`config.mk`:
```
export PLATFORM = sky130hd
export DESIGN_NAME = display_scan_scheduler_flat
export DESIGN_NICKNAME = d
export VERILOG_FILES = /design/src/rtl/display_scan_scheduler_if.sv /design/src/rtl/display_scan_scheduler.sv /design/src/flat_wrapper.sv
export SDC_FILE = /design/constraint.sdc
export NUM_CORES = 1
export LEC_CHECK = 0
export ABC_AREA = 0
export CORE_UTILIZATION = 48
export CTS_CLUSTER_DIAMETER = 100
export DETAILED_ROUTE_END_ITERATION = 8
export MAX_ROUTING_LAYER = met4
export PLACE_DENSITY = 0.82
export SYNTH_ARGS = -nofsm -noshare
export SYNTH_HDL_FRONTEND = slang
export SYNTH_SLANG_ARGS = --single-unit
```
`constraint.sdc`:
```
create_clock -name clock -period 2.5 [get_ports clock]
set_clock_uncertainty 0.15 [all_clocks]
set_input_delay 0.375 -clock clock [delete_from_list [all_inputs] [get_ports clock]]
set_output_delay 0.375 -clock clock [all_outputs]
set_load 0.005 [all_outputs]
```
`src/rtl/display_scan_scheduler_if.sv`:
```
`default_nettype none
// display_scan_scheduler_if: scan controls, count inputs and display pins of the scan scheduler.
// Revision 1.0
interface display_scan_scheduler_if;
  logic       freeze;
  logic [7:0] digit_en;
  logic [7:0] press_count;
  logic [7:0] hold_count;
  logic [7:0] release_count;
  logic [6:0] segments;
  logic [7:0] anodos;
  logic       frame_done;

  modport master (
    output freeze, digit_en, press_count, hold_count, release_count,
    input  segments, anodos, frame_done
  );

  modport slave (
    input  freeze, digit_en, press_count, hold_count, release_count,
    output segments, anodos, frame_done
  );
endinterface
`default_nettype wire

```
`src/rtl/display_scan_scheduler.sv`:
```
`default_nettype none
// display_scan_scheduler: single-clock 8-digit seven-segment scanner with per-frame snapshots.
// Revision 1.0
module display_scan_scheduler #(
  parameter int TICK_DIV   = 100000,
  parameter int GAP_CYCLES = 1000
) (
  input wire clock,
  input wire reset,
  display_scan_scheduler_if.slave bus
);

  localparam int            TW        = (TICK_DIV > 1) ? $clog2(TICK_DIV) : 1;
  localparam logic [TW-1:0] TICK_LAST = TW'(TICK_DIV - 1);
  localparam logic [TW-1:0] GAP_END   = TW'(GAP_CYCLES);

  typedef enum logic [1:0] {
    LATCH = 2'd0,
    GAP   = 2'd1,
    SHOW  = 2'd2
  } state_t;

  state_t        state;
  state_t        state_nxt;
  logic [TW-1:0] tick_cnt;
  logic [TW-1:0] tick_nxt;
  logic [2:0]    digit_idx;
  logic [2:0]    idx_nxt;
  logic          tick_wrap;
  logic          load_snap;
  logic [7:0]    snap_p;
  logic [7:0]    snap_h;
  logic [7:0]    snap_r;
  logic [3:0]    nibble;
  logic          has_value;
  logic [7:0]    anodos_d;
  logic [6:0]    segments_d;
  logic          frame_done_d;
  logic [7:0]    anodos_q;
  logic [6:0]    segments_q;
  logic          frame_done_q;

  function automatic logic [6:0] hex_to_seg(input logic [3:0] v);
    logic [6:0] s;
    case (v)
      4'h0:    s = 7'b0000001;
      4'h1:    s = 7'b1001111;
      4'h2:    s = 7'b0010010;
      4'h3:    s = 7'b0000110;
      4'h4:    s = 7'b1001100;
      4'h5:    s = 7'b0100100;
      4'h6:    s = 7'b0100000;
      4'h7:    s = 7'b0001111;
      4'h8:    s = 7'b0000000;
      4'h9:    s = 7'b0000100;
      4'hA:    s = 7'b0001000;
      4'hB:    s = 7'b1100000;
      4'hC:    s = 7'b0110001;
      4'hD:    s = 7'b1000010;
      4'hE:    s = 7'b0110000;
      default: s = 7'b0111000;
    endcase
    return s;
  endfunction

  always_comb begin
    tick_wrap = (tick_cnt == TICK_LAST);
    tick_nxt  = tick_wrap ? '0 : tick_cnt + TW'(1);
    idx_nxt   = tick_wrap ? digit_idx + 3'd1 : digit_idx;
  end

  // State tracks the tick phase so SHOW coincides exactly with tick_cnt >= GAP_CYCLES.
  always_comb begin
    state_nxt = state;
    load_snap = 1'b0;
    case (state)
      LATCH: begin
        load_snap = ~bus.freeze;
        state_nxt = (tick_nxt >= GAP_END) ? SHOW : GAP;
      end
      GAP: begin
        if (tick_nxt == GAP_END) begin
          state_nxt = SHOW;
        end
      end
      SHOW: begin
        if (tick_wrap) begin
          if (digit_idx == 3'd7) begin
            state_nxt = LATCH;
          end else begin
            state_nxt = (GAP_END == '0) ? SHOW : GAP;
          end
        end
      end
      default: state_nxt = LATCH;
    endcase
  end

  always_comb begin
    nibble    = 4'h0;
    has_value = 1'b1;
    case (digit_idx)
      3'd7:    nibble = snap_p[7:4];
      3'd6:    nibble = snap_p[3:0];
      3'd5:    nibble = snap_h[7:4];
      3'd4:    nibble = snap_h[3:0];
      3'd3:    nibble = snap_r[7:4];
      3'd2:    nibble = snap_r[3:0];
      default: has_value = 1'b0;
    endcase
  end

  always_comb begin
    anodos_d     = 8'hFF;
    segments_d   = 7'h7F;
    frame_done_d = tick_wrap && (digit_idx == 3'd7);
    if (state == SHOW && has_value) begin
      segments_d = hex_to_seg(nibble);
      if (bus.digit_en[digit_idx]) begin
        anodos_d = ~(8'd1 << digit_idx);
      end
    end
  end

  always_ff @(posedge clock or negedge reset) begin
    if (!reset) begin
      state     <= LATCH;
      tick_cnt  <= '0;
      digit_idx <= 3'd0;
    end else begin
      state     <= state_nxt;
      tick_cnt  <= tick_nxt;
      digit_idx <= idx_nxt;
    end
  end

  always_ff @(posedge clock or negedge reset) begin
    if (!reset) begin
      snap_p <= 8'h00;
      snap_h <= 8'h00;
      snap_r <= 8'h00;
    end else if (load_snap) begin
      snap_p <= bus.press_count;
      snap_h <= bus.hold_count;
      snap_r <= bus.release_count;
    end
  end

  always_ff @(posedge clock or negedge reset) begin
    if (!reset) begin
      anodos_q     <= 8'hFF;
      segments_q   <= 7'h7F;
      frame_done_q <= 1'b0;
    end else begin
      anodos_q     <= anodos_d;
      segments_q   <= segments_d;
      frame_done_q <= frame_done_d;
    end
  end

  assign bus.anodos     = anodos_q;
  assign bus.segments   = segments_q;
  assign bus.frame_done = frame_done_q;

endmodule
`default_nettype wire

```
`src/flat_wrapper.sv`:
```
// flat-port wrapper written by rule: the top's interface ports become plain ports
module display_scan_scheduler_flat 
#(
  parameter int TICK_DIV   = 100000,
  parameter int GAP_CYCLES = 1000
)
  (clock, reset, bus_freeze, bus_digit_en, bus_press_count, bus_hold_count, bus_release_count, bus_segments, bus_anodos, bus_frame_done);
  display_scan_scheduler_if bus_i ();
  input wire clock;
  input wire reset;
  input wire logic [$bits(bus_i.freeze)-1:0] bus_freeze;
  input wire logic [$bits(bus_i.digit_en)-1:0] bus_digit_en;
  input wire logic [$bits(bus_i.press_count)-1:0] bus_press_count;
  input wire logic [$bits(bus_i.hold_count)-1:0] bus_hold_count;
  input wire logic [$bits(bus_i.release_count)-1:0] bus_release_count;
  output wire logic [$bits(bus_i.segments)-1:0] bus_segments;
  output wire logic [$bits(bus_i.anodos)-1:0] bus_anodos;
  output wire logic [$bits(bus_i.frame_done)-1:0] bus_frame_done;
  assign bus_i.freeze = bus_freeze;
  assign bus_i.digit_en = bus_digit_en;
  assign bus_i.press_count = bus_press_count;
  assign bus_i.hold_count = bus_hold_count;
  assign bus_i.release_count = bus_release_count;
  assign bus_segments = bus_i.segments;
  assign bus_anodos = bus_i.anodos;
  assign bus_frame_done = bus_i.frame_done;
  display_scan_scheduler #(.TICK_DIV(TICK_DIV), .GAP_CYCLES(GAP_CYCLES)) u_core (.clock(clock), .reset(reset), .bus(bus_i));
endmodule
```
# --- After elaboration in Yosys (flattened, before gate mapping) ---
# Memory sizes are Yosys's and may differ from the RTL's.
# Index checks and enable logic that the tools add are counted.
# W data, S select, Z words.
totals:
  register_bits: 62
  latchBits: 0
  ram_bits: 0
  rom_bits: 112
  input_bits: 35
  output_inout_bits: 16
  elab_cells: 48
  memories: 1
op_classes:
  add_sub_neg: 2
  mul: 0
  div: 0
  magnitude_cmp: 2
  eq_ne: 12
  shift: 1
  muxes: 14
  bitwise: 2
  reduce_logical: 5
mem_list:
  columns: ["memory", "words", "width", "rd", "rd_ports_with_merged_regs", "write_ports", "line_no", "text"]
  rows:
  - ["(no name shown)", 16, 7, 1, 0, 0, "display_scan_scheduler.sv:45", "case (v)"]
ops:
  columns: ["operator", "n"]
  rows:
  - ["$pmux W4 S6", 1]
  - ["$add A17 B1 Y17 const B", 1]
  - ["$eq A17 B10 Y1 const B", 1]
  - ["$eq A17 B17 Y1 const B", 1]
  - ["$ge A17 B10 Y1 const B", 1]
  - ["$mux W17", 1]
  - ["$mux W8", 2]
  - ["$eq A3 B3 Y1 const B", 4]
  - ["$not A8 Y8", 1]
  - ["$shl A1 B3 Y8 const A", 1]
  - ["$mux W7", 1]
  - ["$eq A3 B2 Y1 const B", 2]
  - ["$mux W2", 3]
  - ["$pmux W2 S3", 1]
  - ["$reduce_or A6 Y1", 1]
  - ["$lt A3 B4 Y1 const B", 1]
  - ["$mux W1", 4]
  - ["$ne A2 B1 Y1 const B", 2]
  - ["$add A3 B1 Y3 const B", 1]
  - ["$bmux W1 S3", 1]
  - ["$eq A2 B1 Y1 const B", 1]
  - ["$eq A2 B2 Y1 const B", 1]
  - ["$logic_and A1 B1 Y1", 2]
  - ["$logic_not A2 Y1", 1]
  - ["2 further kinds", 2]

# --- Depth between registers and ports, before layout ---
# Gate-level depths: netlist (run 1).
logic_depth:
  ltp_word: 5
  depth_mapped: 11
  ltp_nobuf: 11

# --- Worst setup path before layout (run 1) ---
# No wires, ideal clock.
synth_timing:
  path_kind: "reg2reg"
  startpoint: "reg u_core.tick_cnt[0]"
  endpoint: "reg u_core.state[0]"
  setup_ns: 0.126
  t_arrival_ns: 2.364
  t_required_ns: 2.224
  path_slack_ns: -0.140
  stages_incl_launch_ff: 9
  path_buffers: 1
  synth_period_minus_slack_ns: 2.640
  cell_sequence: "dfrtp_1 ha_1 buf_2 nand4_4 xnor2_1 a31oi_1 or4_1 or4_1 a311o_1"
synth_between:
  elab_chain_len: 5
  word_cells_on_any_way: 10
  classes_between: "1 x add/sub; 1 x order compare; 4 x eq/ne; 3 x mux; 1 x reduce/logical"
synth_rtl:
  columns: ["element", "line_no", "text"]
  rows:
  - ["start: declaration", "display_scan_scheduler.sv:25", "logic [TW-1:0] tick_cnt;"]
  - ["start signal: assignment", "display_scan_scheduler.sv:132", "tick_cnt <= tick_nxt;"]
  - ["$add A17 B1 Y17 or $eq A17 B17 Y1 (tied branches)", "display_scan_scheduler.sv:68, display_scan_scheduler.sv:67", null]
  - ["$mux W17", "display_scan_scheduler.sv:68", "tick_nxt = tick_wrap ? '0 : tick_cnt + TW'(1);"]
  - ["$ge A17 B10 Y1 or $eq A17 B10 Y1 (tied branches)", "display_scan_scheduler.sv:79, display_scan_scheduler.sv:82", null]
  - ["$mux W2 or $ne A2 B1 Y1 (tied branches)", null, null]
  - ["$pmux W2 S3 or $reduce_and A2 Y1 (tied branches)", null, null]
  - ["end signal: assignment", "display_scan_scheduler.sv:131", "state <= state_nxt;"]
  - ["end: declaration", "display_scan_scheduler.sv:23", "state_t state;"]
# Several ways; a longest one is shown, not always the timed one.
# A chain may end at the register's enable or synchronous reset.

# --- Worst setup path after layout (run 1) ---
layout_timing:
  startpoint: "reg u_core.tick_cnt[10]"
  endpoint: "reg u_core.state[0]"
# Same word-level chain as after synthesis.

==> key figures, run 1 <==
Status
  – Outcome: finished with violations
  – Failing checks: negative setup slack

Global routing
  – GRT Overall Usage: 25.28%
  – Largest net degree at the start of global routing: 38
  – Congestion Overflow GR: 0
  – Vias in the first global route: 2625
  – First-pass GRT wire length: 12060 um
  – Initial antenna violation count: 0

Synthesis
  – Synth Cell Area: 3125 um2
  – Post-Syn Area per Cell: 11.62 um2
  – Cell taking the most area after synthesis: dfrtp_1
  – Largest cells by area after synthesis: dfrtp_1 (38%), dfstp_2 (13%), mux2_2 (8.6%)
  – Most frequent cells after synthesis: dfrtp_1 (47), mux2_2 (24), nor2_1 (21), nand2_1 (18), dfstp_2 (15)
  – Yosys warnings: 0
  – FF+latch count, synth: 62
  – Register area share after synthesis: 50.24%
  – Number of enable flip-flop cells after synthesis: 0
  – Syn Inst Count: 269
  – Post-synth top area share: 37.63%
  – Post-synth ARST share: 100.0%
  – Top-count cell post-synth: dfrtp_1
  – Synth cell types: 51
  – Post-synth top flop: dfrtp_1
  – Syn_nets: 317

Drt
  – WL/cell: 17.07 um
  – Avg Vias per Cell: 5.683
  – Initial DRC Count: 164
  – Residual DRC: 0
  – WL final: 7647 um
  – First-pass iteration count of the detailed router: 4
  – Antenna Nets Post-Route: 0
  – Via count: 2546

Placed design
  – DP Cell Count: 424
  – Gpl congestion: 0.9548
  – Input/output buffers: 50
  – HPWL Detailed: 5398 um

Timing
  – Period utilization: 104.8%
  – Slew HR: 62.15%
  – Setup ws final: -0.1201 ns
  – Min Tclk post-route: 2.620 ns
  – Slew Limit Fails: 0
  – RSZ-0062 raised after global routing: true
  – Hold Vio Cnt, Final: 0
  – Final setup fails: 1
  – Slew @ Worst Pin: 0.5678 ns
  – Max frequency: 381.7 MHz

Power and ir drop
  – Tot Pwr: 2.035 mW
  – VDD IR max: 0.0002957 V
  – LEAKAGE: 1.775 nW
  – Power per cell area: 474.8 nW/um2

Worst setup path
  – Critical R2R Capture: u_core.state[0]
  – Arrival time at the worst endpoint: 2.69 ns
  – Crit Path Max Fanout: 5
  – R2R cell count: 7
  – Crit Path Class: register to register
  – Critical Path RT: 2.57 ns
  – CP startpoint kind: register
  – CP Capture Type: register
  – Reg-to-reg slack, setup: -0.12 ns
  – R2r startpoint: u_core.tick_cnt[10]

Worst hold path
  – Worst hold path class: register to register
  – WHS Endpoint: u_core.snap_h[1]
  – Hold Crit Start: u_core.snap_h[1]
  – Hold Path Stages: 1

Clock network
  – CTS sink cnt: 62
  – Worst-Skew Late Latency: 0.35 ns
  – Root buffer cell: clkbuf_8
  – TritonCTS clock tree: built
  – CTS H-tree lvls: 3
  – TritonCTS Buffers: 9
  – Clock slew seen by the registers of the worst setup and hold paths: 0.07 ns
  – Max clock buf depth: 2

Floorplanning
  – Row cnt: 29
  – Die ar.: 6838 um2
  – I/O Pins: 51
  – Core ar.: 6314 um2
  – Die Y: 82.70 um
  – Die Wd: 82.70 um
  – Initial Util: 49.50%

Cells and area
  – Ant diodes: 0
  – Layout cells sized above 1: 33.69%
  – Layout Nets: 414
  – Final Non-Filler Cells: 448
  – Layout area overhead: 37.11%

Job
  – Maxcap violations: 0
worst max-delay path, stage by stage (launching register included):
cell and delay, ns:
dfrtp_1 0.42, buf_4 0.14, buf_4 0.12, nor3b_1 0.22
a31oi_1 0.14, or4_1 0.51, or4_4 0.44, a311o_1 0.37
placed cells by master (no fill, tap or decap), types with 6 or more instances in the layout:
cell / Yosys / routed
dfstp_2: 15 / 15
clkdlybuf4s50_1: 0 / 49
mux2_2: 24 / 24
clkbuf_8: 0 / 9
nand3_1: 8 / 8
buf_4: 1 / 43
a222oi_1: 7 / 7
dfrtp_1: 47 / 46
xor2_1: 7 / 7
nor2_1: 21 / 21
nand2_1: 18 / 18
xnor2_1: 10 / 10
inv_1: 8 / 6
ha_1: 13 / 7
registers in the layout, indices dropped and copies added (netlist names):
register and cells:
u_core.bus.anodos 8, u_core.bus.frame_done 1, u_core.bus.segments 7, u_core.digit_idx 3, u_core.snap_h 8, u_core.snap_p 8
u_core.snap_r 8, u_core.state 2, u_core.tick_cnt 17
kinds of logic after synthesis:
kind of cell / synth area share, %
simple gates: 17.05
flops: 50.24
compound gates: 8.767
mux: 11.37
buf+inv: 2.602
xor+xnor: 4.764
fa+ha+maj: 5.204
worst max path at each step:
stage                             start         endpoint  cells after the start
finish              u_core.tick_cnt[10]  u_core.state[0]                      7
global placement    u_core.tick_cnt[10]  u_core.state[0]                      6
detailed placement   u_core.tick_cnt[1]  u_core.state[0]                      7
global route        u_core.tick_cnt[10]  u_core.state[0]                      6
CTS                 u_core.tick_cnt[10]  u_core.state[0]                      6
floorplan            u_core.tick_cnt[0]  u_core.state[0]                      8
where the power goes:
part | switching (mW) | total, mW | internal [mW]
combinational | 0.0395 | 0.115 | 0.0756
sequential | 0.0184 | 1.05 | 1.03
clock | 0.407 | 0.868 | 0.460
routing by layer:
metal | vias to the layer above | GRT usage (%) | share of wire (%) | routed length, um
li1 | 1177 | - | - | -
met1 | 1268 | 28.19 | 40 | 3031
met2 | 84 | 42.30 | 52 | 3973
met3 | 17 | 6.374 | 5.8 | 441
met4 | 0 | 12.07 | 2.6 | 200
met5 | - | - | 0 | 0
layout make-up:
type                    instances  area, um2
multi-input cells             189       1536
clock inverters                 7      75.07
inverters                       9      33.78
fillers                       486       2028
flip-flops and latches         62       1572
clock buffers                   9      123.9
repair buffers                 95      848.3
well taps                      77      96.34
through the flow:
stage / hold WS, ns / utilization [%] / area [um2] / TNS [ns] / setup WS [ns]
floorplan: -0.07059 / - / 3128 / -0.1028 / -0.1028
global placement: 0.2368 / 62.80 / 3965 / -0.01560 / -0.01560
detailed placement: 0.2520 / 62.80 / 3965 / -0.1011 / -0.1011
CTS: 0.3650 / 66.27 / 4184 / -0.09934 / -0.09934
global route: 0.3766 / 67.88 / 4285 / -0.3352 / -0.2485
finish: 0.3626 / 67.88 / 4285 / -0.1201 / -0.1201
repair_timing:
| action | CTS | global route |
|---|---|---|
| setup endpoints to repair | 2 | 7 |
| hold endpoints to repair | 10 | 0 |
| pin swaps | 1 | 5 |
| hold buffers | 1 | 0 |
| setup buffers | 1 | 6 |
| gates resized for setup | 2 | 18 |
Note: power is estimated with default switching activity, not from simulation.
==> run 2, diff against run 1 <==
SKIP_LAST_GASP = 1   (was default)
==> results of run 2 <==
The final DEF is identical to that of run 1; final timing and power are the same.
